$ cat config.mk
export PLATFORM = sky130hd
export DESIGN_NAME = cnn_stream_loader_flat
export DESIGN_NICKNAME = d
export VERILOG_FILES = /design/src/rtl/cnn_pkg.sv /design/src/rtl/cnn_stream_loader_if.sv /design/src/rtl/cnn_phase_ctr.sv /design/src/rtl/cnn_stream_loader.sv /design/src/flat_wrapper.sv
export SDC_FILE = /design/constraint.sdc
export NUM_CORES = 1
export LEC_CHECK = 0
export ABC_AREA = 1
export CORE_MARGIN = 5
export CORE_UTILIZATION = 43
export CTS_BUF_LIST = sky130_fd_sc_hd__clkbuf_8
export CTS_CLUSTER_DIAMETER = 50
export CTS_CLUSTER_SIZE = 30
export DETAILED_ROUTE_END_ITERATION = 8
export HOLD_SLACK_MARGIN = 0.1
export PLACE_DENSITY = 0.71
export REMOVE_ABC_BUFFERS = 1
export SLEW_MARGIN = 20
export SYNTH_ARGS = -nofsm -noshare
export SYNTH_HDL_FRONTEND = slang
export SYNTH_SLANG_ARGS = --single-unit
export TNS_END_PERCENT = 10
$ cat constraint.sdc
create_clock -name clk -period 3.2 [get_ports clk]
set_input_delay 0.48 -clock clk [delete_from_list [all_inputs] [get_ports clk]]
set_output_delay 0.48 -clock clk [all_outputs]
set_load 0.02 [all_outputs]
$ cat src/rtl/cnn_pkg.sv
// Shared constants and helpers for the CNN configuration stream loader
// and the grid evaluator that consumes its committed template.
package cnn_pkg;

    localparam int WIDTH  = 9;   // signed word width
    localparam int NWORDS = 35;  // words per configuration frame
    localparam int SWEEP  = 16;  // cycles per grid sweep (4x4 cells)
    localparam int PH_W   = 4;   // width of the sweep cell index

    // Field base indices inside a frame
    localparam int A_BASE = 0;
    localparam int B_BASE = 9;
    localparam int I_BASE = 18;
    localparam int U_BASE = 19;

    // Classification of an accepted word with respect to frame boundaries
    typedef enum logic [1:0] {
        END_NONE = 2'd0,   // ordinary word, frame continues
        END_OK   = 2'd1,   // correct final word, frame complete
        END_ERR  = 2'd2    // s_last placed at the wrong index
    } frame_end_e;

    // Saturating 8-bit increment used for the sweep counter
    function automatic logic [7:0] sat_inc8(input logic [7:0] v);
        if (v == 8'hFF) begin
            return 8'hFF;
        end else begin
            return v + 8'h01;
        end
    endfunction

endpackage

$ cat src/rtl/cnn_stream_loader_if.sv
// Valid/ready word stream carrying configuration frames into the loader.
interface cnn_stream_loader_if #(
    parameter int WIDTH = cnn_pkg::WIDTH
);
    logic                    s_valid;
    logic                    s_ready;
    logic signed [WIDTH-1:0] s_data;
    logic                    s_last;

    modport master (output s_valid, output s_data, output s_last, input s_ready);
    modport slave  (input s_valid, input s_data, input s_last, output s_ready);
endinterface

$ cat src/rtl/cnn_phase_ctr.sv
// Free-running sweep cell index with a flag marking the last cell of a sweep.
// Shared with the grid evaluator so both agree on sweep boundaries.
module cnn_phase_ctr
    import cnn_pkg::*;
#(
    parameter int SWEEP_LEN = cnn_pkg::SWEEP
) (
    input  logic            clk,
    input  logic            rst_n,
    output logic [PH_W-1:0] phase,
    output logic            wrap
);
    localparam logic [PH_W-1:0] LAST_PH = PH_W'(SWEEP_LEN - 1);

    logic [PH_W-1:0] phase_r;

    // Count 0..SWEEP_LEN-1 and wrap back to 0
    always_ff @(posedge clk) begin
        if (!rst_n) begin
            phase_r <= {PH_W{1'b0}};
        end else if (phase_r == LAST_PH) begin
            phase_r <= {PH_W{1'b0}};
        end else begin
            phase_r <= phase_r + {{(PH_W-1){1'b0}}, 1'b1};
        end
    end

    assign phase = phase_r;
    assign wrap  = (phase_r == LAST_PH);
endmodule

$ cat src/rtl/cnn_stream_loader.sv
// Loads configuration frames (A, B, I, U) into a shadow bank and commits
// them to the evaluator-facing registers only at a sweep boundary, so the
// grid never sees a half-updated template.
module cnn_stream_loader #(
    parameter int WIDTH  = cnn_pkg::WIDTH,
    parameter int NWORDS = cnn_pkg::NWORDS,
    parameter int SWEEP  = cnn_pkg::SWEEP
) (
    input  logic                    clk,
    input  logic                    rst_n,
    cnn_stream_loader_if.slave      s,
    output logic signed [WIDTH-1:0] A1, A2, A3, A4, A5, A6, A7, A8, A9,
    output logic signed [WIDTH-1:0] B1, B2, B3, B4, B5, B6, B7, B8, B9,
    output logic signed [WIDTH-1:0] I,
    output logic signed [WIDTH-1:0] U1_in, U2_in, U3_in, U4_in,
    output logic signed [WIDTH-1:0] U5_in, U6_in, U7_in, U8_in,
    output logic signed [WIDTH-1:0] U9_in, U10_in, U11_in, U12_in,
    output logic signed [WIDTH-1:0] U13_in, U14_in, U15_in, U16_in,
    output logic                    cfg_valid,
    output logic [3:0]              phase,
    output logic [7:0]              sweep_count,
    output logic                    err_len
);
    import cnn_pkg::*;

    localparam int IDX_W = $clog2(NWORDS);
    localparam logic [IDX_W-1:0] LAST_IDX = IDX_W'(NWORDS - 1);

    logic signed [WIDTH-1:0] shadow_r [NWORDS];
    logic signed [WIDTH-1:0] cfg_r    [NWORDS];
    logic [IDX_W-1:0]        idx_r;
    logic                    pending_r;
    logic                    cfg_valid_r;
    logic [7:0]              sweep_r;
    logic                    err_len_r;
    logic                    xfer_s;
    logic                    wrap_s;
    frame_end_e              end_kind_s;

    cnn_phase_ctr #(.SWEEP_LEN(SWEEP)) u_phase (
        .clk   (clk),
        .rst_n (rst_n),
        .phase (phase),
        .wrap  (wrap_s)
    );

    // Classify the word being transferred this cycle against the frame length
    always_comb begin
        xfer_s     = s.s_valid & ~pending_r;
        end_kind_s = END_NONE;
        if (xfer_s) begin
            if (idx_r == LAST_IDX) begin
                end_kind_s = s.s_last ? END_OK : END_ERR;
            end else begin
                end_kind_s = s.s_last ? END_ERR : END_NONE;
            end
        end else begin
            end_kind_s = END_NONE;
        end
    end

    // Frame intake into the shadow bank and sweep-aligned commit
    always_ff @(posedge clk) begin
        if (!rst_n) begin
            for (int k = 0; k < NWORDS; k++) begin
                shadow_r[k] <= {WIDTH{1'b0}};
                cfg_r[k]    <= {WIDTH{1'b0}};
            end
            idx_r       <= {IDX_W{1'b0}};
            pending_r   <= 1'b0;
            cfg_valid_r <= 1'b0;
            sweep_r     <= 8'd0;
            err_len_r   <= 1'b0;
        end else begin
            if (xfer_s) begin
                shadow_r[idx_r] <= s.s_data;
            end

            case (end_kind_s)
                END_OK: begin
                    idx_r     <= {IDX_W{1'b0}};
                    pending_r <= 1'b1;
                    err_len_r <= 1'b0;
                end
                END_ERR: begin
                    idx_r     <= {IDX_W{1'b0}};
                    err_len_r <= 1'b1;
                end
                END_NONE: begin
                    if (xfer_s) begin
                        idx_r <= idx_r + {{(IDX_W-1){1'b0}}, 1'b1};
                    end
                    err_len_r <= 1'b0;
                end
                default: begin
                    idx_r     <= {IDX_W{1'b0}};
                    err_len_r <= 1'b0;
                end
            endcase

            // pending_r is sampled before this edge, so a final word taken on
            // the last sweep cell waits for the following sweep boundary.
            if (wrap_s && pending_r) begin
                cfg_r       <= shadow_r;
                pending_r   <= 1'b0;
                cfg_valid_r <= 1'b1;
                sweep_r     <= 8'd0;
            end else if (wrap_s && cfg_valid_r) begin
                sweep_r <= sat_inc8(sweep_r);
            end
        end
    end

    assign s.s_ready   = ~pending_r;
    assign cfg_valid   = cfg_valid_r;
    assign sweep_count = sweep_r;
    assign err_len     = err_len_r;

    assign A1 = cfg_r[A_BASE+0];  assign A2 = cfg_r[A_BASE+1];  assign A3 = cfg_r[A_BASE+2];
    assign A4 = cfg_r[A_BASE+3];  assign A5 = cfg_r[A_BASE+4];  assign A6 = cfg_r[A_BASE+5];
    assign A7 = cfg_r[A_BASE+6];  assign A8 = cfg_r[A_BASE+7];  assign A9 = cfg_r[A_BASE+8];
    assign B1 = cfg_r[B_BASE+0];  assign B2 = cfg_r[B_BASE+1];  assign B3 = cfg_r[B_BASE+2];
    assign B4 = cfg_r[B_BASE+3];  assign B5 = cfg_r[B_BASE+4];  assign B6 = cfg_r[B_BASE+5];
    assign B7 = cfg_r[B_BASE+6];  assign B8 = cfg_r[B_BASE+7];  assign B9 = cfg_r[B_BASE+8];
    assign I  = cfg_r[I_BASE];
    assign U1_in  = cfg_r[U_BASE+0];   assign U2_in  = cfg_r[U_BASE+1];
    assign U3_in  = cfg_r[U_BASE+2];   assign U4_in  = cfg_r[U_BASE+3];
    assign U5_in  = cfg_r[U_BASE+4];   assign U6_in  = cfg_r[U_BASE+5];
    assign U7_in  = cfg_r[U_BASE+6];   assign U8_in  = cfg_r[U_BASE+7];
    assign U9_in  = cfg_r[U_BASE+8];   assign U10_in = cfg_r[U_BASE+9];
    assign U11_in = cfg_r[U_BASE+10];  assign U12_in = cfg_r[U_BASE+11];
    assign U13_in = cfg_r[U_BASE+12];  assign U14_in = cfg_r[U_BASE+13];
    assign U15_in = cfg_r[U_BASE+14];  assign U16_in = cfg_r[U_BASE+15];
endmodule

$ cat src/flat_wrapper.sv
// flat-port wrapper written by rule: the top's interface ports become plain ports
module cnn_stream_loader_flat import cnn_pkg::*;
#(
    parameter int WIDTH  = cnn_pkg::WIDTH,
    parameter int NWORDS = cnn_pkg::NWORDS,
    parameter int SWEEP  = cnn_pkg::SWEEP
)
  (clk, rst_n, A1, A2, A3, A4, A5, A6, A7, A8, A9, B1, B2, B3, B4, B5, B6, B7, B8, B9, I, U1_in, U2_in, U3_in, U4_in, U5_in, U6_in, U7_in, U8_in, U9_in, U10_in, U11_in, U12_in, U13_in, U14_in, U15_in, U16_in, cfg_valid, phase, sweep_count, err_len, s_s_valid, s_s_data, s_s_last, s_s_ready);
  cnn_stream_loader_if #(.WIDTH(WIDTH)) s_i ();
  input  logic clk;
  input  logic rst_n;
  output logic signed [WIDTH-1:0] A1;
  output logic signed [WIDTH-1:0] A2;
  output logic signed [WIDTH-1:0] A3;
  output logic signed [WIDTH-1:0] A4;
  output logic signed [WIDTH-1:0] A5;
  output logic signed [WIDTH-1:0] A6;
  output logic signed [WIDTH-1:0] A7;
  output logic signed [WIDTH-1:0] A8;
  output logic signed [WIDTH-1:0] A9;
  output logic signed [WIDTH-1:0] B1;
  output logic signed [WIDTH-1:0] B2;
  output logic signed [WIDTH-1:0] B3;
  output logic signed [WIDTH-1:0] B4;
  output logic signed [WIDTH-1:0] B5;
  output logic signed [WIDTH-1:0] B6;
  output logic signed [WIDTH-1:0] B7;
  output logic signed [WIDTH-1:0] B8;
  output logic signed [WIDTH-1:0] B9;
  output logic signed [WIDTH-1:0] I;
  output logic signed [WIDTH-1:0] U1_in;
  output logic signed [WIDTH-1:0] U2_in;
  output logic signed [WIDTH-1:0] U3_in;
  output logic signed [WIDTH-1:0] U4_in;
  output logic signed [WIDTH-1:0] U5_in;
  output logic signed [WIDTH-1:0] U6_in;
  output logic signed [WIDTH-1:0] U7_in;
  output logic signed [WIDTH-1:0] U8_in;
  output logic signed [WIDTH-1:0] U9_in;
  output logic signed [WIDTH-1:0] U10_in;
  output logic signed [WIDTH-1:0] U11_in;
  output logic signed [WIDTH-1:0] U12_in;
  output logic signed [WIDTH-1:0] U13_in;
  output logic signed [WIDTH-1:0] U14_in;
  output logic signed [WIDTH-1:0] U15_in;
  output logic signed [WIDTH-1:0] U16_in;
  output logic cfg_valid;
  output logic [3:0] phase;
  output logic [7:0] sweep_count;
  output logic err_len;
  input wire logic [$bits(s_i.s_valid)-1:0] s_s_valid;
  input wire logic [$bits(s_i.s_data)-1:0] s_s_data;
  input wire logic [$bits(s_i.s_last)-1:0] s_s_last;
  output wire logic [$bits(s_i.s_ready)-1:0] s_s_ready;
  assign s_i.s_valid = s_s_valid;
  assign s_i.s_data = s_s_data;
  assign s_i.s_last = s_s_last;
  assign s_s_ready = s_i.s_ready;
  cnn_stream_loader #(.WIDTH(WIDTH), .NWORDS(NWORDS), .SWEEP(SWEEP)) u_core (.clk(clk), .rst_n(rst_n), .s(s_i), .A1(A1), .A2(A2), .A3(A3), .A4(A4), .A5(A5), .A6(A6), .A7(A7), .A8(A8), .A9(A9), .B1(B1), .B2(B2), .B3(B3), .B4(B4), .B5(B5), .B6(B6), .B7(B7), .B8(B8), .B9(B9), .I(I), .U1_in(U1_in), .U2_in(U2_in), .U3_in(U3_in), .U4_in(U4_in), .U5_in(U5_in), .U6_in(U6_in), .U7_in(U7_in), .U8_in(U8_in), .U9_in(U9_in), .U10_in(U10_in), .U11_in(U11_in), .U12_in(U12_in), .U13_in(U13_in), .U14_in(U14_in), .U15_in(U15_in), .U16_in(U16_in), .cfg_valid(cfg_valid), .phase(phase), .sweep_count(sweep_count), .err_len(err_len));
endmodule
==> results.cfg, run 1 <==
[routing]
drtPass1Iterations = 5
routed_wl_mm = 65.34
vias = 19560
drc = 0
drt-met1-wl_mm = 29.88
wire_per_inst_um = 16.61
dr_wl_met3_mm = 3.561
ant_nets = 0
met2WireLength_mm = 30.28
viasPerCell = 4.971
drt-initial-drc-count = 1502
dr.max_layer_used = met4

[worst_setup_path]
arrival_ns = 1.87
crit_path_start = u_core.pending_r
r2r_start = u_core.idx_r[3]
r2r_cells = 7
worstPathRequired_ns = 2.72
end_kind = output port
worstSetupStartpointType = flop
path_cells = inv_1 -> clkdlybuf4s50_1
critPathKind = reg2out
slowest_delay_ns = 0.68
path_max_fanout = 4
slowest_stage = clkdlybuf4s50_1

[sta]
hold_viol = 0
fin_tns_setup_ns = 0
max_freq_ghz = 0.4250
slew_violations = 0
post-route-period-util = 0.7353
relSlewSlack = 0.4144
fin_worst_skew_ns = 0.02838
setup_ws_ns = 0.8471
worstMarginPinSlew_ns = 0.8774
period_needed_ns = 2.353
rsz0062_at_grt = false
setup_viol = 0

[clocking]
postCtsSetupBuffers = 0
clk_latency_ns = 0.68
cts_max_level = 2
ctsResizeCount = 0
path_clk_slew_ns = 0.12
cts-root-buf = clkbuf_8
cts_hold_buf = 0
cts_buffers = 52
clock_path_buffers = 3
clock_sinks = 651
cts_tree = built

[layout]
regMostFlops = u_core.shadow_r
multi_input_area_um2 = 8690
final_layout_size_suffix_gt1_frac = 0.06009
area_growth_pct = 22.95
register_area_um2 = 13030
largest_reg_flops = 315
fill_cells = 5014
finalNetCount = 3221

[floorplanning]
core_area_um2 = 52340
die_h_um = 239.5
start_util = 0.4326
fp-row-count = 84
dieArea_um2 = 57340
chipWidth_um = 239.5
ioPinCount = 343

[placement]
dp_hpwl_mm = 40.36
gp_congestion = 0.8181
port_buffers = 342
place_ws_ns = 0.5837

[yosys]
yosysMostFrequentCell = nor2_1
ys_async_sr_fraction = 0
yosys_warnings = 0
avgSynthCellArea_um2 = 7.709
syn_inst = 2937
synth_area_um2 = 22640
ys.flop_type = dfxtp_1
synth_top_area_share = 0.5756
synth_seq_cells = 651
synth_top_area_cell = dfxtp_1
synth_seq_area_share = 0.5756
synth.distinct_cells = 24
ys_top_cells_by_count = nor2_1, dfxtp_1, o21ai_0, clkbuf_1, nand2_1
synth_edf_count = 0
synthTopCellsByArea = dfxtp_1, nor2_1, o21ai_0, clkbuf_1, nand2_1

[hold_path]
whs_path_depth = 3
hp-start = rst_n
hp-class = in2reg

[status]
status = completed

[global_routing]
antenna_found_initial = 1
track_usage = 0.2175
grt_max_degree = 161
first_global_vias = 17750
overflow = 0
grt_pass1_wl_mm = 101.1

[power]
irDropWorstVdd_mv = 0.3544
leakage_uw = 0.01173
power_density_nw_per_um2 = 487.0

[run]
maxCapViolCount = 0
## cell type report
type                            count  area share
Sequential cell                   651      0.4682
Multi-Input combinational cell   2051      0.3122
Timing Repair Buffer              384      0.1374
Tap cell                          688     0.03093
Clock buffer                       55     0.02719
Clock inverter                     41     0.01528
Inverter                           63    0.008765
Antenna cell                        1  0.00008990
## routing by layer
layer,global-route usage,up-vias
met5,0,-
met4,0.05533,0
met3,0.04318,96
met2,0.3544,423
met1,0.2988,9082
li1,-,9956
## cell families (layout without fill, tap and decap cells)
logic type / after synthesis / in the layout / synth area share
AND/OR/NAND/NOR: 1396 / 1396 / 0.2361
flip-flops: 651 / 651 / 0.5756
AO/OA/AOI/OAI: 646 / 646 / 0.1429
buffers and inverters: 235 / 543 / 0.04101
adder cells (fa/ha/maj): 5 / 5 / 0.002763
XOR/XNOR: 4 / 4 / 0.001548
other: 0 / 1 / 0
## path summary, 6_finish.rpt
path	end	slack, ns
setup reg to reg	u_core.shadow_r[35]	0.95
hold reg to reg	u_core.shadow_r[248]	0.47
hold / removal	u_core.A9[0]	0.27
setup / recovery	s_s_ready	0.85
## where the power goes
| part | total, uW | leakage [uW] | internal, uW | switching, uW |
|---|---|---|---|---|
| sequential | 8140 | 0.00524 | 8120 | 16.5 |
| clock | 5000 | 0.000603 | 1840 | 3150 |
| combinational | 419 | 0.00588 | 105 | 314 |
## cells in the final DEF (no fill, tap or decap), drive strengths merged, types with 2 or more instances in the layout
master,synthesis,final
a21oi,40,40
buf,37,52
clkbuf,135,55
clkdlybuf4s50,0,332
clkinv,5,23
clkinvlp,0,2
dfxtp,651,651
ha,5,5
inv,58,79
nand2,99,99
nand3,39,39
nand3b,2,2
nor2,1246,1246
nor3,5,5
o21ai,605,605
xnor2,3,3
## through the flow
| stage | util | hold slack, ns | power [uW] | std cells | instance area (um2) |
|---|---|---|---|---|---|
| after floorplan | - | 0.4414 | 8459 | 2765 | 21950 |
| after global placement | 0.5092 | 0.4505 | 8743 | 3837 | 26650 |
| after detailed placement | 0.5092 | 0.4525 | 8743 | 3837 | 26650 |
| after CTS | 0.5318 | 0.2168 | 13690 | 3933 | 27830 |
| after global routing | 0.5318 | 0.2610 | 14040 | 3933 | 27830 |
| final | 0.5318 | 0.2688 | 13550 | 3934 | 27840 |
## worst max-delay path: cells and delay by family (launching register included)
family	cells	cell delay, ns
flip-flops	1	0.35
buffers and inverters	2	0.84
Note: power is estimated with default switching activity, not from simulation.
==> inputs of run 2 (changes only) <==
Settings changed: PLACE_DENSITY 0.71 to 0.73.
Clock period 3.2 ns to 2 ns, I/O delays scaled along.
==> run 2 against run 1 <==
Effect of this change:
- register-to-register slack got worse by 0.75 ns
- final cell count rose by 1.7%
- clock power rose by 80%
- clock-buffer cell count rose by 6
- sequential share of layout area fell by 1.3 points
- largest cell class unchanged
- largest power group unchanged
- highest routed layer unchanged
==> results.cfg, run 2 (synthesized netlist as in run 1, its figures left out) <==
[power]
power_density_nw_per_um2 = 795.4
irDropWorstVdd_mv = 0.4667
leakage_uw = 0.01450

[worst_setup_path]
r2r-end = u_core.A1[1]
worst-path-buf-inv = 1
worstSetupStartpointType = flop
r2r_cells = 8
arrival_ns = 1.62
critPathTopFamily = buffers and inverters
critPathKind = reg2out
slowest_delay_ns = 0.60
reg2reg_slack_ns = 0.20
r2r_start = u_core.u_phase.phase[0]
path_max_fanout = 2
path_cells = clkdlybuf4s50_1
endpoint = U16_in[2]
cp_num_cells = 1
worstPathRequired_ns = 1.70
crit_path_start = u_core.U16_in[2]
slowest_stage = clkdlybuf4s50_1
end_kind = output port

[routing]
drt-initial-drc-count = 1538
vias = 19840
ant_nets = 0
drc = 0
viasPerCell = 4.959
wire_per_inst_um = 16.62
routed_wl_mm = 66.51
drtPass1Iterations = 5

[global_routing]
antenna_found_initial = 0
grt_max_degree = 110
grt_pass1_wl_mm = 102.7
gr-usage-met2 = 0.3607
overflow = 0
grt_use_met1 = 0.3074
grtUsageMet3 = 0.04260
track_usage = 0.2218
first_global_vias = 18340
grt.busiest_layer = met2

[layout]
fill_cells = 4996
area_growth_pct = 26.38
largest_reg_flops = 315
diodes = 0
register_area_um2 = 13030
multi_input_area_um2 = 8702
final_util = 0.5467
finalNetCount = 3284
layout_common_cells = nor2_1, dfxtp_1, o21ai_0
final_common_cell = nor2_1
final_layout_size_suffix_gt1_frac = 0.07727
regMostFlops = u_core.shadow_r

[clocking]
path_clk_slew_ns = 0.12
clk_latency_ns = 0.69
cts_max_level = 2
postCtsSetupBuffers = 0
clock_path_buffers = 3
cts_buffers = 56
cts_tree = built
cts-root-buf = clkbuf_8
clock_sinks = 651

[sta]
fin_worst_skew_ns = 0.02464
setup_viol = 0
relSlewSlack = 0.7157
post-route-period-util = 0.9623
rsz0062_at_grt = false
worstMarginPinSlew_ns = 0.4255
hold_viol = 0
max_freq_ghz = 0.5196
fin_tns_setup_ns = 0
period_needed_ns = 1.925
worst_hold_slack_ns = 0.2115
slew_violations = 0

[floorplanning]
ioPinCount = 343
fp-row-count = 84
chipWidth_um = 239.5
core_area_um2 = 52340
dieArea_um2 = 57340
die_h_um = 239.5
start_util = 0.4326

[run]
maxCapViolCount = 0

[hold_path]
hp-class = in2reg

[placement]
port_buffers = 342
dp_hpwl_mm = 41.80
gp_congestion = 0.7912

[status]
status = completed
## run 2: cell count changes in the layout (fill, tap and decap cells not counted), sizes merged, moves of 5 or more
cell,previous run,this run
clkdlybuf4s50,332,10
dlygate4sd2,0,269
dlymetal6s2s,0,53
buf,52,103
dlygate4sd3,0,8
clkbuf,55,61
clkinv,23,17
bufinv,0,5
## run 2: per-layer routing
metal,up-vias,wire (um)
met2,489,30930
met5,-,0
met1,9194,30070
li1,10070,-
met3,88,4048
met4,0,1462
## run 2: worst min path at each step
stage,start,to,slack (ns),depth (start not counted)
CTS,s_s_data[7],u_core.shadow_r[43],0.14,4
global route,s_s_data[3],u_core.shadow_r[30],0.15,4
global placement,u_core.shadow_r[41],u_core.shadow_r[41],0.45,2
detailed placement,u_core.shadow_r[41],u_core.shadow_r[41],0.45,2
floorplan,s_s_data[0],u_core.shadow_r[27],0.43,2
finish,s_s_data[7],u_core.shadow_r[43],0.21,4
## run 2: metrics by stage
step	area, um2	setup WS [ns]	power, uW	instances
after global placement	27320	-0.1738	14020	3888
final	28610	0.07536	22760	4001
after floorplan	21950	-13.76	13530	2765
after global routing	28610	0.0006117	23580	4001
after CTS	28470	0.0001834	22960	4001
after detailed placement	27320	-0.1895	14030	3888
## run 2: where the power goes
part | leakage [uW] | internal, uW | switching [uW]
clock network | 0.000698 | 3850 | 5170
logic | 0.00856 | 204 | 517
registers | 0.00524 | 13000 | 24.7
## run 2: area by class of cell
class,instances,share of cell area
clock buffer,61,0.02934
clock inverter,44,0.01963
inverter,63,0.008614
multi-input combinational,2051,0.3041
sequential,651,0.4555
tap,688,0.03008
timing repair buffer,443,0.1527
## run 2: repair_timing
| item | in CTS | in global routing |
|---|---|---|
| endpoints found under the setup margin | 269 | 126 |
| hold buffers | 8 | 0 |
| endpoints found under the hold margin | 63 | 0 |
| gates resized for setup | 269 | 57 |
==> inputs of run 3 (changes only) <==
Settings changed: PLACE_DENSITY 0.73 to 0.71.
Clock period 2 ns to 1.8 ns, I/O delays scaled along.
==> run 3 against run 2 <==
Effect of this change:
- sequential share of layout area increased by 0.48 points
- critical path type unchanged
- combinational power increased by 16%
- largest cell class unchanged
- routed wire length about the same
==> results.cfg, run 3 (synthesized netlist as in run 1, its figures left out) <==
[status]
status = completed

[global_routing]
grt_pass1_wl_mm = 102.1
grt_max_degree = 101
antenna_found_initial = 1
overflow = 0
track_usage = 0.2191
first_global_vias = 18280

[clocking]
postCtsSetupBuffers = 0
cts-root-buf = clkbuf_8
clock_path_buffers = 3
clock_sinks = 651
cts_buffers = 51
path_clk_slew_ns = 0.10
cts_tree = built
cts_max_level = 2
clk_latency_ns = 0.68

[layout]
largest_reg_flops = 315
final_layout_size_suffix_gt1_frac = 0.07950
area_growth_pct = 25.08
stdcell_count = 3997
regMostFlops = u_core.shadow_r
finalNetCount = 3285
layout_common_cells = nor2_1, dfxtp_1, o21ai_0
final_common_cell = nor2_1

[worst_setup_path]
critPathKind = reg2out
worstSetupStartpointType = flop
slowest_delay_ns = 0.46
path_max_fanout = 6
arrival_ns = 1.45
worstPathRequired_ns = 1.53
critPathTopFamily = flip-flops
worst-path-buf-inv = 1
slowest_stage = dfxtp_1
path_cells = clkdlybuf4s15_1
end_kind = output port

[sta]
slew_violations = 0
setup_viol = 0
rsz0062_at_grt = true
max_freq_ghz = 0.5807
fin_tns_setup_ns = 0
relSlewSlack = 0.7133
worstMarginPinSlew_ns = 0.4290
hold_viol = 0
period_needed_ns = 1.722
fin_worst_skew_ns = 0.03528
post-route-period-util = 0.9567

[floorplanning]
ioPinCount = 343
chipWidth_um = 239.5
die_h_um = 239.5
core_area_um2 = 52340
fp-row-count = 84
dieArea_um2 = 57340
start_util = 0.4326

[hold_path]
hp-class = in2reg

[routing]
viasPerCell = 5.010
drtPass1Iterations = 5
wire_per_inst_um = 16.65
drc = 0
vias = 20030
routed_wl_mm = 66.54
drt-initial-drc-count = 1508
ant_nets = 0

[power]
power_density_nw_per_um2 = 856.0
power.total_uw = 24240
leakage_uw = 0.01374
irDropWorstVdd_mv = 0.4717

[run]
maxCapViolCount = 0

[placement]
gp_congestion = 0.8450
dpl.cell_count = 3890
dp_hpwl_mm = 41.18
port_buffers = 342
run 3: changes by cell type in the layout (fill, tap and decap cells not counted), sizes merged, moves of 3 or more:
cell,before,now
dlygate4sd2,269,323
dlymetal6s2s,53,0
clkdlybuf4s50,10,2
bufinv,5,1
clkdlybuf4s15,0,4
clkinvlp,6,2
buf,103,106
clkbuf,61,58
run 3: worst paths after layout:
check	slack (ns)	start	endpoint	depth (start not counted)
hold / removal	0.38	s_s_last	u_core.err_len	3
setup / recovery	0.08	u_core.sweep_count[5]	sweep_count[5]	1
hold reg to reg	0.47	u_core.shadow_r[111]	u_core.shadow_r[111]	2
setup reg to reg	0.10	u_core.idx_r[1]	u_core.shadow_r[288]	9
run 3: timing repair:
item,4_1_cts,5_1_grt
endpoints found under the setup margin,330,302
pin swaps,0,2
endpoints found under the hold margin,60,0
gates resized for setup,336,32
cloned,0,2
hold buffers,10,0
run 3: layer usage:
layer / wire length (um) / part of all wire / vias up / global-route usage
li1: - / - / 10090 / -
met3: 3738 / 0.056 / 118 / 0.03926
met4: 2122 / 0.032 / 2 / 0.07193
met2: 30850 / 0.46 / 512 / 0.3501
met5: 20 / 0.00030 / - / 0
met1: 29810 / 0.45 / 9306 / 0.3027
run 3: worst reg2reg max path, delay by kind of cell, from the launching register on:
family	cells	cell delay [ns]
buffers and inverters	4	0.54
flip-flops	1	0.41
AND/OR/NAND/NOR	5	0.71
run 3: power by group:
part | leakage (uW) | switching [uW] | internal, uW
combinational | 0.00788 | 583 | 258
sequential | 0.00525 | 27.4 | 14400
clock | 0.000616 | 5550 | 3380
run 3: cell type report:
type,count,area [um2]
clock inverter,39,424.2
fill,5151,24020
antenna,1,2.502
inverter,63,267.8
multi-input combinational,2051,8722
clock buffer,55,757.0
timing repair inverter,1,5.005
tap,688,860.8
sequential,651,13040
timing repair buffer,448,4244
run 3: metrics by stage:
step                      setup WS [ns]  utilization  cell area [um2]  hold WS, ns
after floorplan                  -13.96            -            21950       0.4049
after global placement          -0.3140       0.5225            27350       0.4493
after detailed placement        -0.3848       0.5225            27350       0.4536
after CTS                      0.004546       0.5391            28220       0.3190
after global routing           -0.08229       0.5410            28320       0.3849
final                           0.07795       0.5410            28320       0.3790
==> RTL change: new RTL, flow settings as in run 3 <==
The package constant `NWORDS` goes from 35 to 70.
--- a/src/rtl/cnn_pkg.sv
+++ b/src/rtl/cnn_pkg.sv
@@ -5,3 +5,3 @@
     localparam int WIDTH  = 9;   // signed word width
-    localparam int NWORDS = 35;  // words per configuration frame
+    localparam int NWORDS = 70;  // words per configuration frame
     localparam int SWEEP  = 16;  // cycles per grid sweep (4x4 cells)
Function: not settled (the Yosys comparison gave no result); the edit may change what the design does.
==> RTL change against run 3 <==
Total power is 1.9% higher. Sequential cell count up 1. Critical path depth unchanged. Cell area is 0.48% higher. Wire length increased by 1.2%. Synthesized cell count decreased by 1.8%. Clock skew is 0.018 ns higher. Area after synthesis rose by 0.67%. Worst setup slack worse by 0.011 ns.
==> RTL change: results (changes against run 3) <==
Status: completed
First-pass GRT wire length: 103000 µm (+0.89%)
Switching share of power: 0.2628 (+0.008799)
Clock skew: 0.05327 ns (+0.01798 ns)
Flip-flop and latch area: 13060 µm² (+0.15%)
CP max-delay cell: dfxtp_1
Clk root buf: clkbuf_8
Nonclk inv count: 77 (+20%)
Layout cell share with drive strength beyond 1: 0.09447 (+0.01497)
Yosys warning count: 0 (unchanged)
CTS H-tree lvls: 2 (unchanged)
Fraction of standard cell area in multi-input logic: 0.3082 (about the same)
Async S/R FF share, synth: 0 (unchanged)
GR Util met1: 0.2887 (-0.01408)
Fillers: 4992 (-3.1%)
HP Class: input pin to flop
CTS Hold Bufs: 6 (-4)
Pre-CTS setup slack: -0.1876 ns (+0.1972 ns)
# diodes: 0 (-1)
Max incr delay on CP: 0.40 ns (-0.06 ns)
Clock buf/inv share: 0.04533 (+0.003626)
Non-clock buffer area fraction after layout: 0.1467 (-0.003137)
Reg clk slew, reported paths: 0.15 ns (+0.05 ns)
Global placer's final weighted congestion: 0.8688 (+2.8%)
Post-CTS sizing: 338 (+0.60%)
Initial antenna violation count: 1 (unchanged)
DRT Pass-1 Iters: 6 (+1)
Routed wl met2: 32570 µm (+5.6%)
Largest cells by area after synthesis: dfxtp_1 (57%), nor2_1 (18%), o21ai_0 (14%)
GRT Total Usage: 0.2187 (-0.0004339)
Number of global-route vias before repair: 19.02k (+4.0%)
Met1 wire length: 28910 µm (-3.0%)
Worst slew pin tran: 1.031 ns (+0.6016 ns)
Synth Flop Type: dfxtp_1
DRC viols: 0 (unchanged)
Layout Nets: 3213 (-2.2%)
Largest delay contributor family on the critical path: flip-flops
Via Count: 20.23k (+1.0%)
HPWL after DPL: 43890 µm (+6.6%)
Routed Wire Length: 67350 µm (+1.2%)
Synth cell types: 28 (+17%)
Post-CTS Setup Repair Bufs: 0 (unchanged)
Post-synth top cells: nor2_1 (1110), dfxtp_1 (652), o21ai_0 (627)
Bufs on Longest Clock Path: 3 (unchanged)
Met2 GRT Util: 0.3702 (+0.02007)
Register area share after synthesis: 0.5727 (-0.002977)
Buffers outside the clock class: 437 (-2.5%)
Worst vdd ir: 697.3 µV (+48%)
Met3 WL: 4535 µm (+21%)
Largest net degree at the start of global routing: 99 (-2.0%)
Worst skew pair latency: 0.71 ns (+0.03 ns)
Critical path peak fanout: 2 (-4)
Leakage: 0.01390 µW (+1.2%)
Number of CTS-inserted buffers: 53 (+3.9%)
CLK BUF: 57 (+3.6%)
DRT iter0 DRCs: 1614 (+7.0%)
M3 GR Usage: 0.04611 (+0.006848)
Multi-In Gates: 1974 (-3.8%)
CTS sink count: 652 (+0.15%)
[RTL change: changes by cell type after synthesis, moves of 5 or more]
cell and change:
nor3_1 +16, nor2_1 -126, o21ai_1 +7, nand2_1 -61
nor2_4 +14, nand2_2 +20, o21ai_0 +22, buf_4 +5
inv_1 +19, nand3_1 -23, a21oi_1 +53
[RTL change: power groups by stage]
stage          registers [µW]  logic, µW  clock network, µW
3_5_place_dp            14800        785                  0
3_3_place_gp            14800        774                  0
6_report                14500        802               9400
2_1_floorplan           14800        228                  0
5_1_grt                 14500        867              10200
4_1_cts                 14500        794               9580
[RTL change: worst paths after layout]
path / slack, ns / from / endpoint / cells after the start
worst max-delay path: 0.07 / u_core.A9[8] / A9[8] / 1
worst max register to register: 0.09 / u_core.u_phase.phase[1] / u_core.A4[8] / 8
worst min-delay path: 0.29 / s_s_data[6] / u_core.shadow_r[528] / 3
worst min register to register: 0.44 / u_core.shadow_r[343] / u_core.U13_in[1] / 2
[RTL change: cells by family (layout without fill, tap and decap cells)]
| kind of cell | Yosys count | count (layout) | synth area share |
|---|---|---|---|
| adders and majority gates | 5 | 5 | 0.002745 |
| xor gates and xnor gates | 3 | 3 | 0.001153 |
| and+or+nand+nor | 1238 | 1238 | 0.2177 |
| DFF | 652 | 652 | 0.5727 |
| buffers and inverters | 258 | 613 | 0.04584 |
| AOI/OAI and AO/OA | 728 | 728 | 0.1600 |
[RTL change: through the flow]
step / setup TNS, ns / area [µm²] / std cells / util
4_1_cts: 0 / 28280 / 3923 / 0.5382
5_1_grt: -0.2679 / 28450 / 3927 / 0.5415
3_5_place_dp: -28.23 / 27340 / 3818 / 0.5202
2_1_floorplan: -4513.71 / 22040 / 2703 / -
6_report: 0 / 28450 / 3927 / 0.5415
3_3_place_gp: -17.70 / 27340 / 3818 / 0.5202
